File: config.mk
export PLATFORM = sky130hd
export DESIGN_NAME = mem_port_arbiter
export DESIGN_NICKNAME = d
export VERILOG_FILES = /design/src/rtl/mem_port_arbiter_pkg.sv /design/src/rtl/mem_port_arbiter.sv
export SDC_FILE = /design/constraint.sdc
export NUM_CORES = 1
export LEC_CHECK = 0
export CORE_AREA = 2 2 107 109
export DETAILED_ROUTE_END_ITERATION = 10
export DIE_AREA = 0 0 109 111
export SLEW_MARGIN = 5
export SYNTH_ARGS = -nofsm -noshare
export SYNTH_HDL_FRONTEND = slang
export SYNTH_SLANG_ARGS = --single-unit
File: constraint.sdc
create_clock -name clk -period 2 [get_ports clk]
set_input_delay 0.4 -clock clk [delete_from_list [all_inputs] [get_ports clk]]
set_output_delay 0.4 -clock clk [all_outputs]
set_load 0.01 [all_outputs]
File: src/rtl/mem_port_arbiter_pkg.sv
// Shared types and constants for the unified-memory port arbiter.
// Records which requester owns the response that returns on the next cycle.
package mem_port_arbiter_pkg;

  typedef enum logic [1:0] {
    OWN_NONE,
    OWN_IF,
    OWN_D
  } mem_owner_e;

  // Byte-enable value used for full-word accesses on a 32-bit memory.
  localparam logic [3:0] MEM_BE_ALL = 4'hF;

  localparam int STREAK_W = 4;

  // Observable arbiter state, grouped so a checker can bind to one signal.
  typedef struct packed {
    logic [STREAK_W-1:0] streak;
    mem_owner_e          resp_owner;
    logic                resp_we;
  } arb_state_t;

endpackage

File: src/rtl/mem_port_arbiter.sv
// Per-cycle arbiter between the fetch and load/store ports of one synchronous-read
// memory: data-first priority, with a bounded data streak so fetch cannot starve.
module mem_port_arbiter #(
  parameter int ADDR_WIDTH   = 32,
  parameter int DATA_WIDTH   = 32,
  parameter int MAX_D_STREAK = 4
) (
  input  logic                    clk,
  input  logic                    rst,
  input  logic                    if_req_i,
  input  logic [ADDR_WIDTH-1:0]   if_addr_i,
  output logic                    if_gnt_o,
  output logic                    if_rvalid_o,
  output logic [DATA_WIDTH-1:0]   if_rdata_o,
  input  logic                    d_req_i,
  input  logic                    d_we_i,
  input  logic [DATA_WIDTH/8-1:0] d_be_i,
  input  logic [ADDR_WIDTH-1:0]   d_addr_i,
  input  logic [DATA_WIDTH-1:0]   d_wdata_i,
  output logic                    d_gnt_o,
  output logic                    d_rvalid_o,
  output logic [DATA_WIDTH-1:0]   d_rdata_o,
  output logic                    mem_req_o,
  output logic                    mem_we_o,
  output logic [DATA_WIDTH/8-1:0] mem_be_o,
  output logic [ADDR_WIDTH-1:0]   mem_addr_o,
  output logic [DATA_WIDTH-1:0]   mem_wdata_o,
  input  logic [DATA_WIDTH-1:0]   mem_rdata_i
);
  import mem_port_arbiter_pkg::*;

  localparam int BE_W = DATA_WIDTH / 8;

  // Handshake: a request is accepted in the cycle where req and gnt are both high.
  // gnt is combinational from req and registered state; requesters hold their fields
  // stable until granted. Responses arrive exactly one cycle after acceptance.

  logic [STREAK_W-1:0] streak;
  mem_owner_e          resp_owner;
  logic                resp_we;
  arb_state_t          dbg_state;

  logic streak_full;
  logic if_wins;

  assign dbg_state   = '{streak: streak, resp_owner: resp_owner, resp_we: resp_we};
  assign streak_full = (streak == STREAK_W'(MAX_D_STREAK));
  assign if_wins     = if_req_i && (!d_req_i || streak_full);

  // Everything is forced quiet while reset is held, including in-flight responses.
  assign if_gnt_o  = !rst && if_wins;
  assign d_gnt_o   = !rst && d_req_i && !if_wins;
  assign mem_req_o = if_gnt_o | d_gnt_o;

  always_comb begin
    mem_we_o    = 1'b0;
    mem_be_o    = '0;
    mem_addr_o  = '0;
    mem_wdata_o = '0;
    if (d_gnt_o) begin
      mem_we_o    = d_we_i;
      mem_be_o    = d_be_i;
      mem_addr_o  = d_addr_i;
      mem_wdata_o = d_wdata_i;
    end else if (if_gnt_o) begin
      mem_be_o    = {BE_W{1'b1}};
      mem_addr_o  = if_addr_i;
    end
  end

  always_ff @(posedge clk) begin
    if (rst) begin
      streak     <= '0;
      resp_owner <= OWN_NONE;
      resp_we    <= 1'b0;
    end else begin
      resp_we <= d_gnt_o && d_we_i;
      if (d_gnt_o)       resp_owner <= OWN_D;
      else if (if_gnt_o) resp_owner <= OWN_IF;
      else               resp_owner <= OWN_NONE;

      // The streak only measures how long fetch has been kept waiting.
      if (!if_req_i || if_gnt_o)         streak <= '0;
      else if (d_gnt_o && !streak_full)  streak <= streak + 1'b1;
    end
  end

  assign if_rvalid_o = !rst && (resp_owner == OWN_IF);
  assign d_rvalid_o  = !rst && (resp_owner == OWN_D);
  assign if_rdata_o  = if_rvalid_o ? mem_rdata_i : '0;
  assign d_rdata_o   = (d_rvalid_o && !resp_we) ? mem_rdata_i : '0;

endmodule

After elaboration in Yosys (flattened, before gate mapping):

Index checks and enable logic that the tools add are counted.

* $add $sub $neg: 1
* eq/ne operators: 3
* muxes and demuxes: 10
* bitwise logic cells: 1
* reductions and logical operators: 19

Operators with widths (count)
* two-way mux 32 bit: 5
* logical AND 1 bit: 9
* two-way mux 4 bit: 2
* zero test 1 bit: 6
* adder 4 x 1 -> 4 bit, second input constant: 1
* equality test 4 x 3 -> 1 bit, second input constant: 1
* OR reduction 2 bit: 2
* equality test 2 x 1 -> 1 bit, second input constant: 1
* equality test 2 bit, second input constant: 1
* logical OR 1 bit: 2
* two-way mux 1 bit: 2
* two-way mux 2 bit: 1
* bitwise OR 1 bit: 1

* flip-flop bits (word level): 7
* input bits: 137
* output and inout bits: 138

Longest topological paths before layout:

* depth after elaboration: 6
* depth in mapped cells: 7

Least setup slack after synthesis:

No wires, ideal clock.

* path type: reg-to-output
* start point: reg streak[0]
* end point: out mem_wdata_o[0]
* arrival time: 1493 ps
* path slack: 107 ps
* cell stages (with the launch flop): 8
* cells stage by stage: dfxtp_1 > inv_1 > ha_1 > and4b_4 > nor3b_4 > buf_4 > buf_2 > and2_1

* longest elaborated chain between the ends: 6

Ends and longest elaborated chain
* start: declaration: RTL line mem_port_arbiter.sv:38 `logic [STREAK_W-1:0] streak;`
* start signal: assignment: RTL line mem_port_arbiter.sv:84 `else if (d_gnt_o && !streak_full) streak <= streak + 1'b1;`
* equality test 4 x 3 -> 1 bit: RTL line mem_port_arbiter.sv:47 `assign streak_full = (streak == STREAK_W'(MAX_D_STREAK));`
* logical OR 1 bit: RTL line mem_port_arbiter.sv:48 `assign if_wins = if_req_i && (!d_req_i || streak_full);`
* logical AND 1 bit: RTL line mem_port_arbiter.sv:48
* zero test 1 bit: RTL line mem_port_arbiter.sv:52 `assign d_gnt_o = !rst && d_req_i && !if_wins;`
* logical AND 1 bit: RTL line mem_port_arbiter.sv:52
* two-way mux 32 bit: RTL line mem_port_arbiter.sv:60 `if (d_gnt_o) begin`
* end: declaration: RTL line mem_port_arbiter.sv:27 `output logic [DATA_WIDTH-1:0] mem_wdata_o,`

No other way between the ends.

Final worst setup path:

* start point: reg streak[1]
* end point: out mem_addr_o[21]

* longest elaborated chain between the ends: 6
* elaborated cells on any way between the ends: 8

Ends and longest elaborated chain
* equality test 4 x 3 -> 1 bit (*): RTL line mem_port_arbiter.sv:47
* logical OR 1 bit (*): RTL line mem_port_arbiter.sv:48
* logical AND 1 bit (*): RTL line mem_port_arbiter.sv:48
* logical AND 1 bit or zero test 1 bit (tied branches): RTL line mem_port_arbiter.sv:51, mem_port_arbiter.sv:52
* two-way mux 32 bit or logical AND 1 bit (tied branches): RTL line mem_port_arbiter.sv:65, mem_port_arbiter.sv:52
* two-way mux 32 bit (*): RTL line mem_port_arbiter.sv:60
* end: declaration: RTL line mem_port_arbiter.sv:26 `output logic [ADDR_WIDTH-1:0] mem_addr_o,`

Every way passes the cells marked *; elsewhere a longest branch is shown, timed or not.

==> key figures <==
Placement
  – IO Port Bufs: 274
  – RePlAce Congestion: 0.785
  – Dpl hpwl: 7.15 mm

Timing
  – Slew headroom: 76.3%
  – Endpoints failing hold: 0
  – Max Fclk: 430 MHz
  – Final setup viols: 67
  – RSZ-0062 raised after global routing: true
  – Final worst slack: -0.325 ns
  – Final period util: 116%
  – Least-Margin Pin Slew: about 0.35 ns
  – Min cycle time layout: 2.32 ns
  – Final Skew: 0.000143 ns
  – Final Max Tran Viols: 0

Cells and area
  – Layout area overhead: 231%
  – # nets final: 633
  – Inserted Diodes: 0
  – Post-Route Utilization: 40.2%
  – Share of cells above drive strength 1: 41.8%

GRT
  – Grt total ovfl: 0
  – Vias in the first global route: approximately 2,600
  – Initial antenna violation count: 0
  – GR Util All Layers: between 10% and 20%
  – Largest net degree at the start of global routing: 20
  – First-pass GRT wire length: 13.8 mm

Synthesis
  – Ys flop type: dfxtp_1
  – Distinct cells, synth: 23
  – Area leader, netlist: and2_1
  – Synthesized area per cell: 7.12 sq um
  – Most frequent cell after synthesis: and2_1
  – Post-synth top area share: 45.5%
  – Synth Cell Area: ~1300 sq um
  – Yosys reg bits: 7
  – Commonest cells post-synth: and2_1, a22o_1, buf_2, dfxtp_1, nor2_1
  – Post-synth EDFFs: 0
  – Post-synthesis instance total: 189
  – Yosys synthesis warning count: 0
  – Async SR Flop Fraction: 0%
  – Synth top area cells: and2_1, a22o_1, dfxtp_1
  – Syn nets: 328
  – Sequential share of the synthesized area: roughly a tenth

Min path
  – Hold Crit Class: flop to flop

Setup path
  – CP Class: flop to primary output
  – CP Data Arrival Time: 1.92 ns
  – Critical path fanouts, max: 8
  – Worst EP required: 1.60 ns
  – Crit path launch type: flop
  – Worst Setup End Kind: primary output

Power and ir drop
  – Pwr Total: 1.22 mW
  – Worst IR Drop VDD: around 0.18 mV
  – Leakage power: 2.17 nW
  – PD cells: between 200 and 300 nW/um^2

Route
  – Total number of vias: 2,517
  – Final ANT Viol Nets: 0
  – Per-cell routed wire length: ~15 um
  – DR pass1 iterations: 4
  – Vias per cell: around 4
  – Drt drc: 0
  – Post-Route WL: 9.56 mm
  – DR iter-0 viols: 60

Run
  – Max_cap viols: 0

Floorplan
  – Starting Density: ~12%
  – Die width: 109 um
  – Die area: 12,100 sq um
  – Die Span Y: roughly 110 um
  – Num rows: 39
  – Core ar.: 11,100 sq um
  – Top Ports: 275

CTS
  – Clk_lat worst skew: 0.23 ns
  – Cts hold-fix bufs: 0
  – Root Buffer: clkbuf_16
  – H-tree levels: 1
  – Num CTS Buffers: 3
  – Reg clk slew, reported paths: 0.04 ns
  – TritonCTS clock tree: done
  – Max Root-Sink Buffers: 2
  – Clk sink count: 7

Outcome
  – Failing checks: setup timing
  – Outcome: finished with violations
-- worst max-delay path: stages (launching register included) --
cell     delay, ns
dfxtp_2       0.31
inv_2         0.07
ha_4          0.13
and4b_4       0.27
nor3b_4       0.06
buf_6         0.11
buf_6         0.12
buf_12        0.13
buf_16        0.13
a22o_1        0.21
buf_2         0.14
-- stage by stage --
step	cell area (sq um)	hold slack (ns)	worst slack, ns	setup TNS [ns]	instances
floorplan	1350	0.430	0.107	0	189
global placement	4390	0.507	-0.717	-82.86	607
detailed placement	4390	0.517	-0.758	-85.93	607
CTS	4580	0.517	-0.325	-14.86	635
global route	4460	0.528	-0.409	-20.18	636
finish	4460	0.516	-0.325	-14.40	636
-- final timing paths --
kind / start / endpoint / slack (ns) / cells past startpoint
setup / recovery: streak[1] / mem_addr_o[21] / -0.32 / 10
hold / removal: streak[0] / streak[0] / 0.52 / 2
setup reg to reg: streak[1] / resp_we / 0.27 / 10
hold reg to reg: streak[0] / streak[0] / 0.52 / 2
-- layer usage --
layer / global-route usage [%] / up-vias / wire [um] / share of wire [%]
li1: - / 1241 / - / -
met1: 15.1 / 1113 / 3390 / 35
met2: 28.4 / 158 / 5050 / 53
met3: 3.41 / 5 / 1050 / 11
met4: 3.33 / 0 / 74 / 0.77
met5: 0 / - / 0 / 0
-- final cells by class --
type | count | area [sq um]
repair buffers | 318 | 2870
multi-input cells | 160 | 1170
flip-flops and latches | 7 | 144
clock buffers | 4 | 78.8
inverters | 4 | 15.0
fillers | 1173 | 6620
well taps | 143 | 179
-- report_power, final --
group | internal (mW) | total [mW] | switching (mW) | leakage [nW]
logic | 0.484 | 0.726 | 0.242 | 2.07
registers | 0.145 | 0.147 | 0.00258 | 0.0583
clock network | 0.266 | 0.344 | 0.0787 | 0.0382
-- layout by cell type (no fill, tap or decap), drive strengths merged, types with 4 or more instances in the layout --
cell type	n
clkdlybuf4s50	135
dfxtp	7
nor3b	4
nand2	4
clkbuf	36
a22o	32
clkdlybuf4s15	12
buf	137
nor2	7
and2	98
inv	4
-- sequential cells by signal, indices dropped and copies added (netlist names) --
name,flops
resp_owner,2
resp_we,1
streak,4
-- repair_timing --
| action | 4_1_cts | 5_1_grt |
|---|---|---|
| setup endpoints to repair | 138 | 123 |
| gates cloned | 9 | 3 |
| resized for setup | 514 | 60 |
| buffers inserted | 15 | 1 |
| pin swaps | 25 | 5 |
-- cells by family after synthesis --
family / after synthesis / synth area share (%)
compound gates: 39 / 24.3
simple gates: 117 / 54.5
fa+ha+maj: 2 / 1.86
buf+inv: 22 / 7.71
flops: 7 / 10.4
xor+xnor: 2 / 1.30
No activity file was read; power rests on OpenSTA's default activity.
